File: config.mk
export PLATFORM = sky130hd
export DESIGN_NAME = zero_skip_encoder_flat
export DESIGN_NICKNAME = d
export VERILOG_FILES = /design/src/rtl/zero_skip_if.sv /design/src/rtl/zero_skip_encoder.sv /design/src/flat_wrapper.sv
export SDC_FILE = /design/constraint.sdc
export NUM_CORES = 1
export LEC_CHECK = 0
export CORE_UTILIZATION = 42
export CTS_CLUSTER_SIZE = 28
export DETAILED_ROUTE_END_ITERATION = 12
export PLACE_DENSITY = 0.72
export SLEW_MARGIN = 40
export SYNTH_ARGS = -nofsm -noshare
export SYNTH_HDL_FRONTEND = slang
export SYNTH_SLANG_ARGS = --single-unit
File: constraint.sdc
create_clock -name clk -period 1.7 [get_ports clk]
set_input_delay 0.17 -clock clk [delete_from_list [all_inputs] [get_ports clk]]
set_output_delay 0.17 -clock clk [all_outputs]
set_load 0.005 [all_outputs]
File: src/rtl/zero_skip_if.sv
// Interface bundle for zero_skip_encoder: dense input handshake, FIFO write side and frame status.
// The encoder uses the slave modport; the upstream/downstream environment uses master.
interface zero_skip_if #(
  parameter int D_WIDTH = 16,
  parameter int I_WIDTH = 4
);
  logic               in_valid;
  logic               in_ready;
  logic [D_WIDTH-1:0] in_data;
  logic               fifo_full;
  logic               w_en;
  logic [D_WIDTH-1:0] data_out;
  logic [I_WIDTH-1:0] index_out;
  logic               frame_done;
  logic [I_WIDTH:0]   nz_count;

  modport master (
    output in_valid, in_data, fifo_full,
    input  in_ready, w_en, data_out, index_out, frame_done, nz_count
  );

  modport slave (
    input  in_valid, in_data, fifo_full,
    output in_ready, w_en, data_out, index_out, frame_done, nz_count
  );
endinterface

File: src/rtl/zero_skip_encoder.sv
// Zero-skipping sparse encoder: drops zero activations of a 2**I_WIDTH frame and writes (value, index)
// pairs to a FIFO. Define ZERO_SKIP_THRESH_EN to prune elements with |value| <= THRESH as well.
module zero_skip_encoder #(
  parameter int          D_WIDTH = 16,
  parameter int          I_WIDTH = 4,
  parameter int unsigned THRESH  = 0
) (
  input logic        clk,
  input logic        rst,
  zero_skip_if.slave bus
);

  localparam logic [I_WIDTH-1:0] IDX_LAST = '1;

  typedef enum logic [1:0] {
    S_IDLE,
    S_RUN,
    S_DRAIN
  } state_e;

  state_e             state_q, state_d;
  logic [I_WIDTH-1:0] idx_q, idx_d;
  logic               out_valid_q, out_valid_d;
  logic [D_WIDTH-1:0] data_q, data_d;
  logic [I_WIDTH-1:0] index_q, index_d;
  logic [I_WIDTH:0]   emit_q, emit_d;
  logic [I_WIDTH:0]   nz_q, nz_d;
  logic               done_q, done_d;

  logic in_ready;
  logic w_en;
  logic xfer;
  logic is_nz;
  logic load;
  logic frame_end;

`ifdef ZERO_SKIP_THRESH_EN
  localparam logic [D_WIDTH:0] THRESH_W = (D_WIDTH+1)'(THRESH);

  // One extra bit so the most-negative input maps to magnitude 2**(D_WIDTH-1).
  logic [D_WIDTH:0] mag;

  always_comb begin
    if (bus.in_data[D_WIDTH-1]) begin
      mag = {1'b0, ~bus.in_data} + {{D_WIDTH{1'b0}}, 1'b1};
    end else begin
      mag = {1'b0, bus.in_data};
    end
  end

  assign is_nz = (mag > THRESH_W);
`else
  assign is_nz = (bus.in_data != '0);
`endif

  // State register and all datapath registers.
  always_ff @(posedge clk or posedge rst) begin
    if (rst) begin
      state_q     <= S_IDLE;
      idx_q       <= '0;
      out_valid_q <= 1'b0;
      data_q      <= '0;
      index_q     <= '0;
      emit_q      <= '0;
      nz_q        <= '0;
      done_q      <= 1'b0;
    end else begin
      state_q     <= state_d;
      idx_q       <= idx_d;
      out_valid_q <= out_valid_d;
      data_q      <= data_d;
      index_q     <= index_d;
      emit_q      <= emit_d;
      nz_q        <= nz_d;
      done_q      <= done_d;
    end
  end

  // Output decode: the output register stalls on fifo_full, and DRAIN blocks the next frame.
  always_comb begin
    in_ready = (state_q != S_DRAIN) && (!out_valid_q || !bus.fifo_full);
    w_en     = out_valid_q && !bus.fifo_full;
  end

  assign xfer = bus.in_valid && in_ready;
  assign load = xfer && is_nz;

  always_comb begin
    idx_d       = xfer ? idx_q + 1'b1 : idx_q;
    out_valid_d = load || (out_valid_q && !w_en);
    data_d      = load ? bus.in_data : data_q;
    index_d     = load ? idx_q : index_q;
  end

  // Next-state logic; frame_end marks the edge that returns to IDLE.
  always_comb begin
    state_d   = state_q;
    frame_end = 1'b0;
    unique case (state_q)
      S_IDLE: begin
        if (xfer) state_d = S_RUN;
      end
      S_RUN: begin
        if (xfer && (idx_q == IDX_LAST)) begin
          if (out_valid_d) begin
            state_d = S_DRAIN;
          end else begin
            state_d   = S_IDLE;
            frame_end = 1'b1;
          end
        end
      end
      S_DRAIN: begin
        if (!out_valid_d) begin
          state_d   = S_IDLE;
          frame_end = 1'b1;
        end
      end
      default: state_d = S_IDLE;
    endcase
  end

  // The write on the frame-closing edge still belongs to the closing frame.
  always_comb begin
    emit_d = frame_end ? '0 : emit_q + (I_WIDTH+1)'(w_en);
    nz_d   = frame_end ? emit_q + (I_WIDTH+1)'(w_en) : nz_q;
    done_d = frame_end;
  end

  assign bus.in_ready   = in_ready;
  assign bus.w_en       = w_en;
  assign bus.data_out   = data_q;
  assign bus.index_out  = index_q;
  assign bus.frame_done = done_q;
  assign bus.nz_count   = nz_q;

endmodule

File: src/flat_wrapper.sv
// flat-port wrapper written by rule: the top's interface ports become plain ports
module zero_skip_encoder_flat 
#(
  parameter int          D_WIDTH = 16,
  parameter int          I_WIDTH = 4,
  parameter int unsigned THRESH  = 0
)
  (clk, rst, bus_in_valid, bus_in_data, bus_fifo_full, bus_in_ready, bus_w_en, bus_data_out, bus_index_out, bus_frame_done, bus_nz_count);
  zero_skip_if #(.D_WIDTH(D_WIDTH), .I_WIDTH(I_WIDTH)) bus_i ();
  input logic clk;
  input logic rst;
  input wire logic [$bits(bus_i.in_valid)-1:0] bus_in_valid;
  input wire logic [$bits(bus_i.in_data)-1:0] bus_in_data;
  input wire logic [$bits(bus_i.fifo_full)-1:0] bus_fifo_full;
  output wire logic [$bits(bus_i.in_ready)-1:0] bus_in_ready;
  output wire logic [$bits(bus_i.w_en)-1:0] bus_w_en;
  output wire logic [$bits(bus_i.data_out)-1:0] bus_data_out;
  output wire logic [$bits(bus_i.index_out)-1:0] bus_index_out;
  output wire logic [$bits(bus_i.frame_done)-1:0] bus_frame_done;
  output wire logic [$bits(bus_i.nz_count)-1:0] bus_nz_count;
  assign bus_i.in_valid = bus_in_valid;
  assign bus_i.in_data = bus_in_data;
  assign bus_i.fifo_full = bus_fifo_full;
  assign bus_in_ready = bus_i.in_ready;
  assign bus_w_en = bus_i.w_en;
  assign bus_data_out = bus_i.data_out;
  assign bus_index_out = bus_i.index_out;
  assign bus_frame_done = bus_i.frame_done;
  assign bus_nz_count = bus_i.nz_count;
  zero_skip_encoder #(.D_WIDTH(D_WIDTH), .I_WIDTH(I_WIDTH), .THRESH(THRESH)) u_core (.clk(clk), .rst(rst), .bus(bus_i));
endmodule
==> results.md <==
- Number of antenna violations at the first check in global routing: 0
- Overall power after layout: approximately 3.6 mW
- Reg-to-Reg End: u_core.bus.nz_count[1]
- Depth of the worst register-to-register path: 6
- Commonest cells post-synth: dfrtp_1 (38), mux2_2 (23), inv_1 (7), ha_1 (6), nand2_1 (5)
- Main synth FF type: dfrtp_1
- Slowest Stage Delay on Critical Path: 0.42 ns
- Max-slew violations: 0
- Total global-route track usage: between 10% and 20%
- Height of the die: between 60 and 70 um
- Launch point of the critical path: u_core.state_q[1]
- Via count of the first global-routing pass: between 1000 and 1500
- Endpoint arrival time on the critical path: approximately 1.9 ns
- Number of vias per cell after detailed routing: ~4.8
- Final Hold Viols: 0
- Number of buffers and inverters on the critical path: 1
- Number of nets in the layout: approximately 220
- Pin count of the biggest net entering global routing: 39
- Via count of the routed design: 1166
- Met1 WL: 1409 um
- Library cell with the highest instance count after synthesis: dfrtp_1
- Detailed-routing iteration count for the pre-antenna-repair pass: 4
- Wire per inst: 14.20 um
- Number of synthesis warnings: 0
- Type of element capturing the critical path: register
- Total number of clock tree sinks: 38
- Proportion of power drawn by combinational gates: between 30% and 40%
- Routed wl met2: about 1700 um
- Clock root buffer master: clkbuf_8
- Crit path to: u_core.bus.nz_count[1]
- Clock transition time at the flip-flop clock pins of the worst setup and hold paths: about 0.08 ns
- Outcome: finished, violations left
- Biggest area contributors in the synthesized netlist: dfrtp_1 (58%), mux2_2 (16%), ha_1 (4.6%)
- Effective utilization at floorplan: between 40% and 50%
- Fin worst setup slack: -0.04583 ns
- Die area: a little over 4000 sq um
- MaxCap Viol Count: 0
- Register bit count reported by yosys: 38
- Path type of the worst min-delay path: in2reg
- Post-layout minimum cycle time: 1.746 ns
- Distinct cells, synth: 27
- Per-instance average area after synthesis: roughly 14 sq um
- Nets in the synthesized netlist: roughly 140
- Post-synthesis cell area: around 1600 sq um
- Highest layer used for signal routing: met4
- Die outline width: ~64 um
- Worst reg2reg path startpoint: u_core.state_q[1]
- Required time of the critical path: approximately 1.9 ns
- Unrepaired setup endpoints after global routing: true
- Routability congestion estimate from global placement: roughly 0.74
- Bufs on Longest Clock Path: 2
- Worst vdd ir: about 0.0008 V
- Tcrit/Tclk final: 102.7%
- Register area share after synthesis: between 50% and 60%
- Clk pwr share: around a quarter
- Count of input and output buffers: 47
- Diodes inserted: 0
- Top cell type's share of synthesized area: around three fifths
- Layout overhead on the synthesized area: 60.34%
- Tightest hold margin: between 0.15 and 0.2 ns
- Crit-path leading delay family: flip-flops
- Maximum operating frequency: between 0.5 and 0.6 GHz
- # H-tree levels: 2
- Worst path slowest cell: dfrtp_1
- Slew at the pin with the worst max-slew slack: about 0.47 ns
- Flop-to-flop setup slack: -0.05 ns
- Core Rows: 22
- Origin of the worst min-delay path: bus_in_data[10]
- TritonCTS Buffers: 5
- Routed length on met3: 261 um
- Crit Path Class: reg2reg
- Fraction of final layout cells sized beyond drive strength 1: just under 40%
- Endpoints failing setup: 5
- Post-synth top area cell: dfrtp_1
- Clock Latency Late Sink: roughly 0.29 ns
- Post-Route Utilization: approximately 70%
- Clock tree from TritonCTS: yes
- P_sw: between 0.9 and 1 mW
- Cell chain of the critical path: inv_2 > ha_4 > and4_4 > a31oi_4 > a211oi_4 > mux2_4
- Post-place instance area: 2276 sq um
- Post-Synthesis Cells: ~120
- Core Region: roughly 3700 sq um
- Detailed placement HPWL: between 2000 and 2500 um
- Highest net fanout along the worst path: 4
- Number of placed I/O pins: 48
- Number of design rule violations left after detail routing: 0
- Total power density per cell area: around 1400 nW/um^2
- Headroom to the max-slew limit: 68.56%
- Startpoint types: register
- Lkg Pwr: 1.124 nW
- Violated checks: setup timing
- Drt initial violations: 19
- Post-route cell area: approximately 2600 sq um
- Fraction of synthesis flops using an asynchronous set or reset pin: 100.0%
- Global-route wire length before repair: between 5000 and 6000 um
- Final Routed Wirelength: roughly 3400 um
- Internal cell power: 2.605 mW
- Number of enable-type register cells in the synthesized netlist: 0
- CP Depth: 6
- Remaining global-route overflow: 0
- Switching power as a share of total power: 26.86%
- ANT nets after route: 0
- Proportion of power drawn by flip-flops and latches: between 30% and 40%
- Clock Skews: between 0.006 and 0.007 ns
worst min path at each step:
stage | slack [ns] | to | cells past startpoint
floorplan | 0.32 | u_core.bus.data_out[0] | 1
global placement | 0.49 | u_core.bus.index_out[1] | 1
detailed placement | 0.49 | u_core.bus.data_out[4] | 1
CTS | 0.30 | u_core.bus.nz_count[1] | 3
global route | 0.20 | u_core.bus.data_out[10] | 2
finish | 0.19 | u_core.bus.data_out[10] | 2
power groups by stage:
stage	Combinational (mW)	Clock, mW	Sequential, mW
2_1_floorplan	0.487	0	1.35
3_3_place_gp	1.03	0	1.33
3_5_place_dp	1.07	0	1.35
4_1_cts	1.19	0.951	1.34
5_1_grt	1.38	0.997	1.38
6_report	1.27	0.943	1.35
cells by family after synthesis:
kind of cell	Yosys count	synth area share, %
AO/OA/AOI/OAI	7	3.382
XOR/XNOR	6	3.229
AND/OR/NAND/NOR	22	8.302
multiplexers	27	18.68
flip-flops	38	58.42
buffers and inverters	11	3.382
adder cells (fa/ha/maj)	6	4.612
layout make-up:
| type | instances | area [sq um] |
|---|---|---|
| Tap cell | 48 | 60.06 |
| Sequential cell | 38 | 950.9 |
| Timing Repair Buffer | 72 | 696.9 |
| Multi-Input combinational cell | 68 | 733.2 |
| Clock buffer | 6 | 82.58 |
| Clock inverter | 2 | 60.06 |
| Fill cell | 276 | 1079 |
| Inverter | 7 | 26.28 |
worst register-to-register path, stage by stage (launching register included):
cell and delay (ns):
dfrtp_1 0.42, inv_2 0.10, ha_4 0.15, and4_4 0.23
a31oi_4 0.10, a211oi_4 0.30, mux2_4 0.33
sequential cells by signal, indices dropped and copies added, names as in the netlist:
signal                 count
u_core.state_q             2
u_core.bus.index_out       4
u_core.bus.frame_done      1
u_core.idx_q               4
u_core.emit_q              5
u_core.bus.data_out       16
u_core.out_valid_q         1
u_core.bus.nz_count        5
layer usage:
| layer | global-route usage [%] | vias up |
|---|---|---|
| met5 | 0 | - |
| met4 | 7.500 | 0 |
| met3 | 7.143 | 6 |
| met2 | 29.74 | 36 |
| met1 | 20.09 | 570 |
| li1 | - | 554 |
cell usage in the layout, fill, tap and decap left out, types with 4 or more instances in the layout:
master,synthesis,final
buf_4,1,19
clkbuf_8,0,6
clkdlybuf4s50_1,0,44
dfrtp_1,38,38
inv_1,7,5
mux2_2,23,22
nor4_2,3,4
per-stage QoR:
stage	setup WS (ns)	instances	setup TNS, ns
3_3_place_gp	-0.3007	224	-8.675
5_1_grt	-0.09378	241	-0.6106
2_1_floorplan	-0.07202	117	-0.07202
3_5_place_dp	-0.3491	224	-10.01
4_1_cts	-0.02350	236	-0.1431
6_report	-0.04583	241	-0.1490
what timing repair did:
item / 4_1_cts / 5_1_grt
resized for setup: 17 / 9
buffers inserted: 3 / 4
endpoints found under the setup margin: 34 / 31
hold buffers: 0 / 0
hold endpoints to repair: 0 / 0
pin swaps: 5 / 1
cloned: 1 / 1
Power figures use the tool's default switching activity.
